==> src/rtl/cla_multiword_seq.sv <==
// Multi-word add/subtract sequencer built on a single 8-bit carry-lookahead
// slice adder. One slice is processed per clock, LSB first, with the carry
// held in a register between slices. Valid/ready handshakes on both sides.

// 8-bit carry-lookahead adder: generate/propagate per bit, carries expanded
// from the generate/propagate terms, sum formed from propagate and carries.
module CLA_8bit #(
  parameter int N = 8
) (
  input  logic [N-1:0] A,
  input  logic [N-1:0] B,
  input  logic         Cin,
  output logic [N-1:0] Sum,
  output logic         Car
);
  logic [N-1:0] g;
  logic [N-1:0] p;
  logic [N:0]   c;

  // Carry chain from generate/propagate terms, then per-bit sum
  always_comb begin
    g    = A & B;
    p    = A ^ B;
    c    = '0;
    c[0] = Cin;
    for (int i = 0; i < N; i++) begin
      c[i+1] = g[i] | (p[i] & c[i]);
    end
    Sum = p ^ c[N-1:0];
    Car = c[N];
  end
endmodule

module cla_multiword_seq #(
  parameter int WORDS = 4
) (
  input  logic                 clk,
  input  logic                 rst,
  input  logic                 in_valid,
  output logic                 in_ready,
  input  logic [WORDS*8-1:0]   a,
  input  logic [WORDS*8-1:0]   b,
  input  logic                 cin,
  input  logic                 sub,
  output logic                 out_valid,
  input  logic                 out_ready,
  output logic [WORDS*8-1:0]   sum,
  output logic                 cout,
  output logic                 ovf,
  output logic                 busy
);
  localparam int W  = WORDS * 8;
  localparam int KW = $clog2(WORDS);

  typedef enum logic [1:0] {S_IDLE, S_RUN, S_DONE} state_t;

  state_t          state_q, state_d;
  logic [KW-1:0]   k_q, k_d;
  logic [W-1:0]    a_q, a_d;
  logic [W-1:0]    b_q, b_d;      // already inverted for subtract
  logic            carry_q, carry_d;
  logic            sub_q, sub_d;
  logic [W-1:0]    sum_q, sum_d;
  logic            cout_q, cout_d;
  logic            ovf_q, ovf_d;

  logic [7:0]      a_slice;
  logic [7:0]      b_slice;
  logic [7:0]      cla_sum;
  logic            cla_car;

  // Select the current slice of the latched operands for the shared adder
  always_comb begin
    a_slice = a_q[{k_q, 3'b000} +: 8];
    b_slice = b_q[{k_q, 3'b000} +: 8];
  end

  CLA_8bit #(.N(8)) u_cla (
    .A   (a_slice),
    .B   (b_slice),
    .Cin (carry_q),
    .Sum (cla_sum),
    .Car (cla_car)
  );

  // Next-state and datapath updates for the IDLE/RUN/DONE sequencer
  always_comb begin
    state_d = state_q;
    k_d     = k_q;
    a_d     = a_q;
    b_d     = b_q;
    carry_d = carry_q;
    sub_d   = sub_q;
    sum_d   = sum_q;
    cout_d  = cout_q;
    ovf_d   = ovf_q;
    unique case (state_q)
      S_IDLE: begin
        if (in_valid) begin
          a_d     = a;
          b_d     = sub ? ~b : b;
          carry_d = sub ? 1'b1 : cin;
          sub_d   = sub;
          k_d     = '0;
          state_d = S_RUN;
        end
      end
      S_RUN: begin
        sum_d[{k_q, 3'b000} +: 8] = cla_sum;
        carry_d = cla_car;
        k_d     = k_q + KW'(1);
        if (k_q == KW'(WORDS - 1)) begin
          cout_d  = cla_car;
          // Same operand signs but result sign differs -> signed overflow
          ovf_d   = (a_q[W-1] == b_q[W-1]) && (cla_sum[7] != a_q[W-1]);
          k_d     = '0;
          state_d = S_DONE;
        end
      end
      S_DONE: begin
        if (out_ready) begin
          state_d = S_IDLE;
        end
      end
      default: state_d = S_IDLE;
    endcase
  end

  // State and datapath registers with synchronous reset
  always_ff @(posedge clk) begin
    if (rst) begin
      state_q <= S_IDLE;
      k_q     <= '0;
      a_q     <= '0;
      b_q     <= '0;
      carry_q <= 1'b0;
      sub_q   <= 1'b0;
      sum_q   <= '0;
      cout_q  <= 1'b0;
      ovf_q   <= 1'b0;
    end else begin
      state_q <= state_d;
      k_q     <= k_d;
      a_q     <= a_d;
      b_q     <= b_d;
      carry_q <= carry_d;
      sub_q   <= sub_d;
      sum_q   <= sum_d;
      cout_q  <= cout_d;
      ovf_q   <= ovf_d;
    end
  end

  // Handshake and status outputs decode straight from the state register
  always_comb begin
    in_ready  = (state_q == S_IDLE);
    out_valid = (state_q == S_DONE);
    busy      = (state_q != S_IDLE);
    sum       = sum_q;
    cout      = cout_q;
    ovf       = ovf_q;
  end
endmodule

==> config.mk <==
export PLATFORM = sky130hd
export DESIGN_NAME = cla_multiword_seq
export DESIGN_NICKNAME = d
export VERILOG_FILES = /design/src/rtl/cla_multiword_seq.sv
export SDC_FILE = /design/constraint.sdc
export NUM_CORES = 1
export LEC_CHECK = 0
export BUFFER_PORTS_ARGS = -buffer_cell sky130_fd_sc_hd__buf_4
export CAP_MARGIN = 20
export CORE_MARGIN = 4
export CORE_UTILIZATION = 30
export DETAILED_ROUTE_END_ITERATION = 10
export SLEW_MARGIN = 25
export SYNTH_ARGS = -nofsm -noshare
export SYNTH_HDL_FRONTEND = slang
export SYNTH_SLANG_ARGS = --single-unit
export TNS_END_PERCENT = 100
==> constraint.sdc <==
create_clock -name clk -period 10.4 [get_ports clk]
set_input_delay 1.04 -clock clk [delete_from_list [all_inputs] [get_ports clk]]
set_output_delay 1.04 -clock clk [all_outputs]
set_load 0.05 [all_outputs]
After elaboration in Yosys (flattened, before gate mapping)
Cells that the tools add are included.

cells by class
  shift-type cells = 4
  add/subtract/negate cells = 2
  mux-type cells = 12
  bitwise gates (word level) = 20
  reductions and logical operators = 8
  equal/unequal tests = 8

operator list
  kind                    count
  $shiftx 32x6->8         2
  $bwmux 32               1
  $mux 32                 1
  $not 32->32             1
  $shift 8x7->32 const A  1
  $shiftx 8x7->32         1
  $xor 8x8->8             2
  $mux 2                  5
  $and 1x1->1             8
  $and 8x8->8             1
  $or 1x1->1              8
  $neg 5->7               1
  $pmux 2 s3              1
  $reduce_and 2->1        3
  $eq 2x2->1 const B      2
  $ne 2x2->1 const B      2
  $pmux 2 s2              1
  $reduce_bool 2->1       2
  $reduce_and 3->1        1
  $add 2x1->2 const B     1
  $eq 2x1->1 const B      1
  $logic_not 2->1         1
  $mux 1                  2
  $ne 2x1->1 const B      1
  other kinds (4)         4

storage, ports and cells
  flip-flop bits (word level) = 103
  output and inout port bits = 37
  logic and storage cells = 62
  bits of input ports = 70

Logic depth before layout (Yosys ltp)
  word-level depth = 19
  depth in mapped cells = 16
  depth with buffers taken out = 14

Cells and area by module
Synthesis repeated with hierarchy kept, for this count alone.

second synthesis, totals
  cells, all modules = 483
  area, all modules = 4642.0 um2

modules (own cells, without submodules)
  module             area an instance (um2)  times used  seq. area each (um2)  cells each
  cla_multiword_seq  4444.3                  1           2062.0                465
  CLA_8bit           197.7                   1           0.0                   18

Worst setup path after synthesis
OpenSTA, ideal clock, no wires.

  path kind = register -> register
  start point = register k_q[1]
  end point = register ovf_q (netlist: ovf)
  buffers on the path = 2
  data required time = 10314 ps
  stages on the path, launching flop included = 17
  arrival = 4313 ps
  path slack = 6001 ps
  setup time = 86 ps
  period minus slack after synthesis = 4399 ps
  cells stage by stage = dfxtp_1 buf_2 buf_2 mux4_2 fa_1 inv_1 fa_1 fa_1 fa_1 fa_1 fa_1 fa_1 inv_1 fa_1 inv_1 nand3_1 a211oi_1

between the ends
  longest elaborated chain between the ends = 19
  elaborated cells on any way between the ends = 23
  classes of those cells = eq/ne (2); shift (2); bitwise (17); reduce/logical (2)

RTL lines
  item                                RTL line  source
  start: declaration                  58        logic [KW-1:0] k_q, k_d;
  start signal: assignment            143       k_q <= k_d;
  $shiftx 32x6->8 (on tied branches)  74, 75
  $xor 8x8->8                         23        p = A ^ B;
  $and 1x1->1                         27        c[i+1] = g[i] | (p[i] & c[i]);
  $or 1x1->1                          27
  $and 1x1->1                         27
  $or 1x1->1                          27
  $and 1x1->1                         27
  $or 1x1->1                          27
  (+3 left out)                       n/a
  $or 1x1->1                          27
  $and 1x1->1                         27
  $or 1x1->1                          27
  $and 1x1->1                         27
  $or 1x1->1                          27
  $xor 8x8->8                         29        Sum = p ^ c[N-1:0];
  $ne 1x1->1                          115       ovf_d = (a_q[W-1] == b_q[W-1]) && (cla_sum[7] != a_q[W-1]);
  $logic_and 1x1->1                   115
  end signal: assignment              150       ovf_q <= ovf_d;
  end: declaration                    65        logic ovf_q, ovf_d;

Parallel ways exist; a longest one is shown, timed or not.
A chain may end at the register's enable or synchronous reset.

Worst setup path after layout
Ends and elaborated chain as after synthesis.

==> summary.md <==
| Metric | Value |
|---|---|
| Post-Synth XOR/XNOR Area | 6.09% |
| Worst vdd ir | 0.0777 mV |
| Cells on worst reg2reg path | 14 |
| Actual slew at the worst max-slew pin | 0.887 ns |
| Clk root buf | clkbuf_16 |
| Vias/cell | 4.93 |
| Cts hold-fix bufs | 0 |
| Nets@finish | 636 |
| Share of post-route cells with drive strength above 1 | 26.4% |
| Synth Area in Simple Gates | 14.4% |
| Overflow after GRT | 0 |
| Adder-cell area share of the yosys netlist | 5.11% |
| Post-synthesis mux area share | 8.27% |
| Hold Path Stages | 2 |
| Status | complete, no violations |
| Antenna viol nets, final | 0 |
| Final WS setup | 5.49 ns |
| Routed via count | 3,651 |
| Synthesized cell area | 4600 sq um |
| WP data required | 10.65 ns |
| Fillers | 1,469 |
| Largest net degree at the start of global routing | 97 |
| Crit end category | flip-flop |
| Final Hold Viols | 0 |
| Initial antenna violation count | 0 |
| Row count | 44 |
| Tot GR Track Use | 13.6% |
| Yosys reg bits | 103 |
| Buf/Inv on CP | 3 |
| Place WS | 5.48 ns |
| Tcrit/Tclk final | 47.2% |
| Most frequent CP cell | fa_1 |
| Core outline area | 14,800 sq um |
| P&R area growth vs syn | 24.5% |
| Min Tclk post-route | 4.91 ns |
| CTS buffer count | 9 |
| Pwr per Cell Area | 154 nW/um^2 |
| Top cell type's share of synthesized area | 44.8% |
| I/O pins | 107 |
| Synth Area in Compound Gates | 15.7% |
| Worst-Skew Late Latency | 0.34 ns |
| Reg2reg start | k_q[1] |
| Largest stage delay on the critical path | 0.90 ns |
| Hold wc startpoint | a_q[16] |
| Final number of setup-violating endpoints | 0 |
| Post-Synthesis Net Count | 554 |
| CP Depth | 14 |
| Worst setup path category | flip-flop to flip-flop |
| Worst Setup SP | k_q[1] |
| Crit Path Max Fanout | 21 |
| Depth of the CTS H-tree | 3 |
| Vias in the first global route | 3,765 |
| Post-CTS setup buffer count | 0 |
| First-pass GRT wire length | 19.3 mm |
| Final WL | 11.7 mm |
| CP Data Arrival Time | 5.16 ns |
| Remaining DRCs | 0 |
| First-pass iteration count of the detailed router | 4 |
| Critical Path Start Type | flip-flop |
| Setup TNS | 0 ns |
| DIE HEIGHT | 132 um |
| Syn. warnings | 0 |
| Clock slew seen by the registers of the worst setup and hold paths | 0.07 ns |
| Port buffer count | 106 |
| Die ar. | 17,400 sq um |
| Wirelength per Cell | 15.9 um |
| Syn Inst Count | 470 |
| Top cell family by delay on the critical path | adder cells |
| Max_cap viols | 0 |
| Leak Pwr | 2.17 nW |
| Max Clock Skew | 0.00555 ns |
| Initial DRC count | 224 |
| Hold/Removal Path Class | flip-flop to flip-flop |
| Fin. max-slew vios | 0 |
| Ant. Diodes | 0 |
| Combinational family with the most area after synthesis | compound AO/OA/AOI/OAI gates |
| Clock Sinks | 103 |
| Critical path's slowest cell | dfxtp_1 |
| CTS tree | built |
| Area leader, netlist | dfxtp_1 |
| Synth cell types | 39 |
| Mean Syn Cell Area | 9.79 sq um |
| Starting density of the core | 31.2% |
| Post_cts resized | 0 |
| Dpl hpwl | 8.96 mm |
| Peak Freq | 204 MHz |
| Crit path cell chain | mux4_2 -> fa_1 -> inv_1 -> fa_1 -> fa_1 -> fa_1 -> fa_1 -> fa_1 -> fa_1 -> inv_1 -> fa_1 -> inv_1 -> nand3_1 -> a211oi_1 |
| CTS max path bufs | 2 |
| Routability congestion estimate from global placement | 0.823 |
| Max_slew headroom | 40.8% |
| Seq/Total Area, Yosys | 44.8% |
| RSZ-0062 raised after global routing | no |
| Synth top area cells | dfxtp_1 45%, mux4_2 7.8%, xnor2_1 6.1%, nand2_1 5.9%, a211oi_1 5.4% |
| Die width | 132 um |
-- state kept, by name, indices dropped and copies added (netlist names) --
| signal | cells |
|---|---|
| a_q | 32 |
| k_q | 2 |
| cout | 1 |
| b_q | 32 |
| carry_q | 1 |
| ovf | 1 |
| state_q | 2 |
| sum | 32 |
-- synth_stat cells, drive strengths merged --
| master | n |
|---|---|
| a22o | 2 |
| and3b | 1 |
| and3 | 1 |
| clkbuf | 10 |
| or2 | 1 |
| nor2 | 37 |
| mux4 | 16 |
| nand3b | 2 |
| nor2b | 4 |
| a211oi | 33 |
| o21bai | 1 |
| buf | 27 |
| mux2i | 2 |
| or4b | 1 |
| o2bb2ai | 22 |
| a21oi | 47 |
| ha | 6 |
| nand4 | 2 |
| nor3 | 2 |
| nand2 | 73 |
| a32oi | 1 |
| inv | 20 |
| nand4b | 7 |
| xnor2 | 32 |
| dfxtp | 103 |
| nor3b | 1 |
| nand2b | 2 |
| nand3 | 2 |
| a22oi | 1 |
| or3b | 1 |
| nor4b | 2 |
| fa | 8 |
-- through the flow --
| step | utilization (%) | instance area (sq um) | total power [W] | hold WS [ns] | std cells |
|---|---|---|---|---|---|
| 4_1_cts | 38.8 | 5730 | 0.000892 | 0.454 | 740 |
| 5_1_grt | 38.8 | 5730 | 0.000923 | 0.470 | 740 |
| 3_3_place_gp | 37.0 | 5460 | 0.000583 | 0.444 | 725 |
| 2_1_floorplan | - | 4600 | 0.000532 | 0.433 | 470 |
| 3_5_place_dp | 37.0 | 5460 | 0.000585 | 0.444 | 725 |
| 6_report | 38.8 | 5730 | 0.000884 | 0.452 | 740 |
-- logic make-up (layout without fill, tap and decap cells) --
logic type | after synthesis | count (layout)
compound gates | 107 | 107
xor+xnor | 32 | 32
flops | 103 | 103
buf+inv | 57 | 143
simple gates | 139 | 139
mux | 18 | 18
fa+ha+maj | 14 | 14
-- routing by layer --
| metal | up-vias | track usage [%] | share of wire (%) |
|---|---|---|---|
| li1 | 1793 | - | - |
| met1 | 1735 | 17.4 | 45 |
| met2 | 105 | 22.6 | 48 |
| met3 | 18 | 3.47 | 5.3 |
| met4 | 0 | 4.67 | 1.8 |
| met5 | - | 0 | 0 |
-- cell type report --
class	count	area, sq um	share of cell area [%]
multi-input cells	310	2280	39.8
well taps	184	230	4.02
clock buffers	9	225	3.93
repair buffers	108	811	14.2
clock inverters	6	46.3	0.808
flip-flops and latches	103	2060	36.0
inverters	20	75.1	1.31
-- cell usage in the layout, fill, tap and decap left out, types with 2 or more instances in the layout --
| master | Yosys | layout |
|---|---|---|
| clkinv_4 | 0 | 2 |
| inv_1 | 20 | 20 |
| nand2_1 | 72 | 72 |
| mux4_2 | 16 | 16 |
| nand2b_1 | 2 | 2 |
| clkinvlp_4 | 0 | 2 |
| nor3_1 | 2 | 2 |
| fa_1 | 8 | 8 |
| a211oi_1 | 33 | 33 |
| nand4b_1 | 6 | 6 |
| clkbuf_16 | 0 | 9 |
| nand3b_1 | 2 | 2 |
| buf_4 | 4 | 108 |
| dfxtp_1 | 103 | 103 |
| ha_1 | 6 | 6 |
| nor2_1 | 37 | 37 |
| nor2b_1 | 4 | 4 |
| a22o_1 | 2 | 2 |
| a21oi_1 | 46 | 46 |
| nand4_1 | 2 | 2 |
| xnor2_1 | 32 | 32 |
| mux2i_1 | 2 | 2 |
| nand3_1 | 2 | 2 |
| o2bb2ai_1 | 22 | 22 |
-- power breakdown --
group	internal [W]	total (W)	leakage [nW]	switching [W]
clock network	0.000162	0.000310	0.128	0.000148
registers	0.000415	0.000431	0.843	0.0000158
logic	0.0000652	0.000143	1.20	0.0000773
-- worst paths after layout --
path              endpoint  slack [ns]
setup reg to reg       ovf        5.49
hold reg to reg    a_q[16]        0.45
hold / removal     a_q[16]        0.45
setup / recovery       ovf        5.49
-- worst reg2reg max path, stage by stage, from the launching register on --
cell      delay [ns]
dfxtp_1         0.90
mux4_2          0.39
fa_1            0.18
inv_1           0.05
fa_1            0.38
fa_1            0.39
fa_1            0.39
fa_1            0.39
fa_1            0.40
fa_1            0.39
inv_1           0.08
fa_1            0.46
inv_1           0.14
nand3_1         0.09
a211oi_1        0.20
Power figures use the tool's default switching activity.
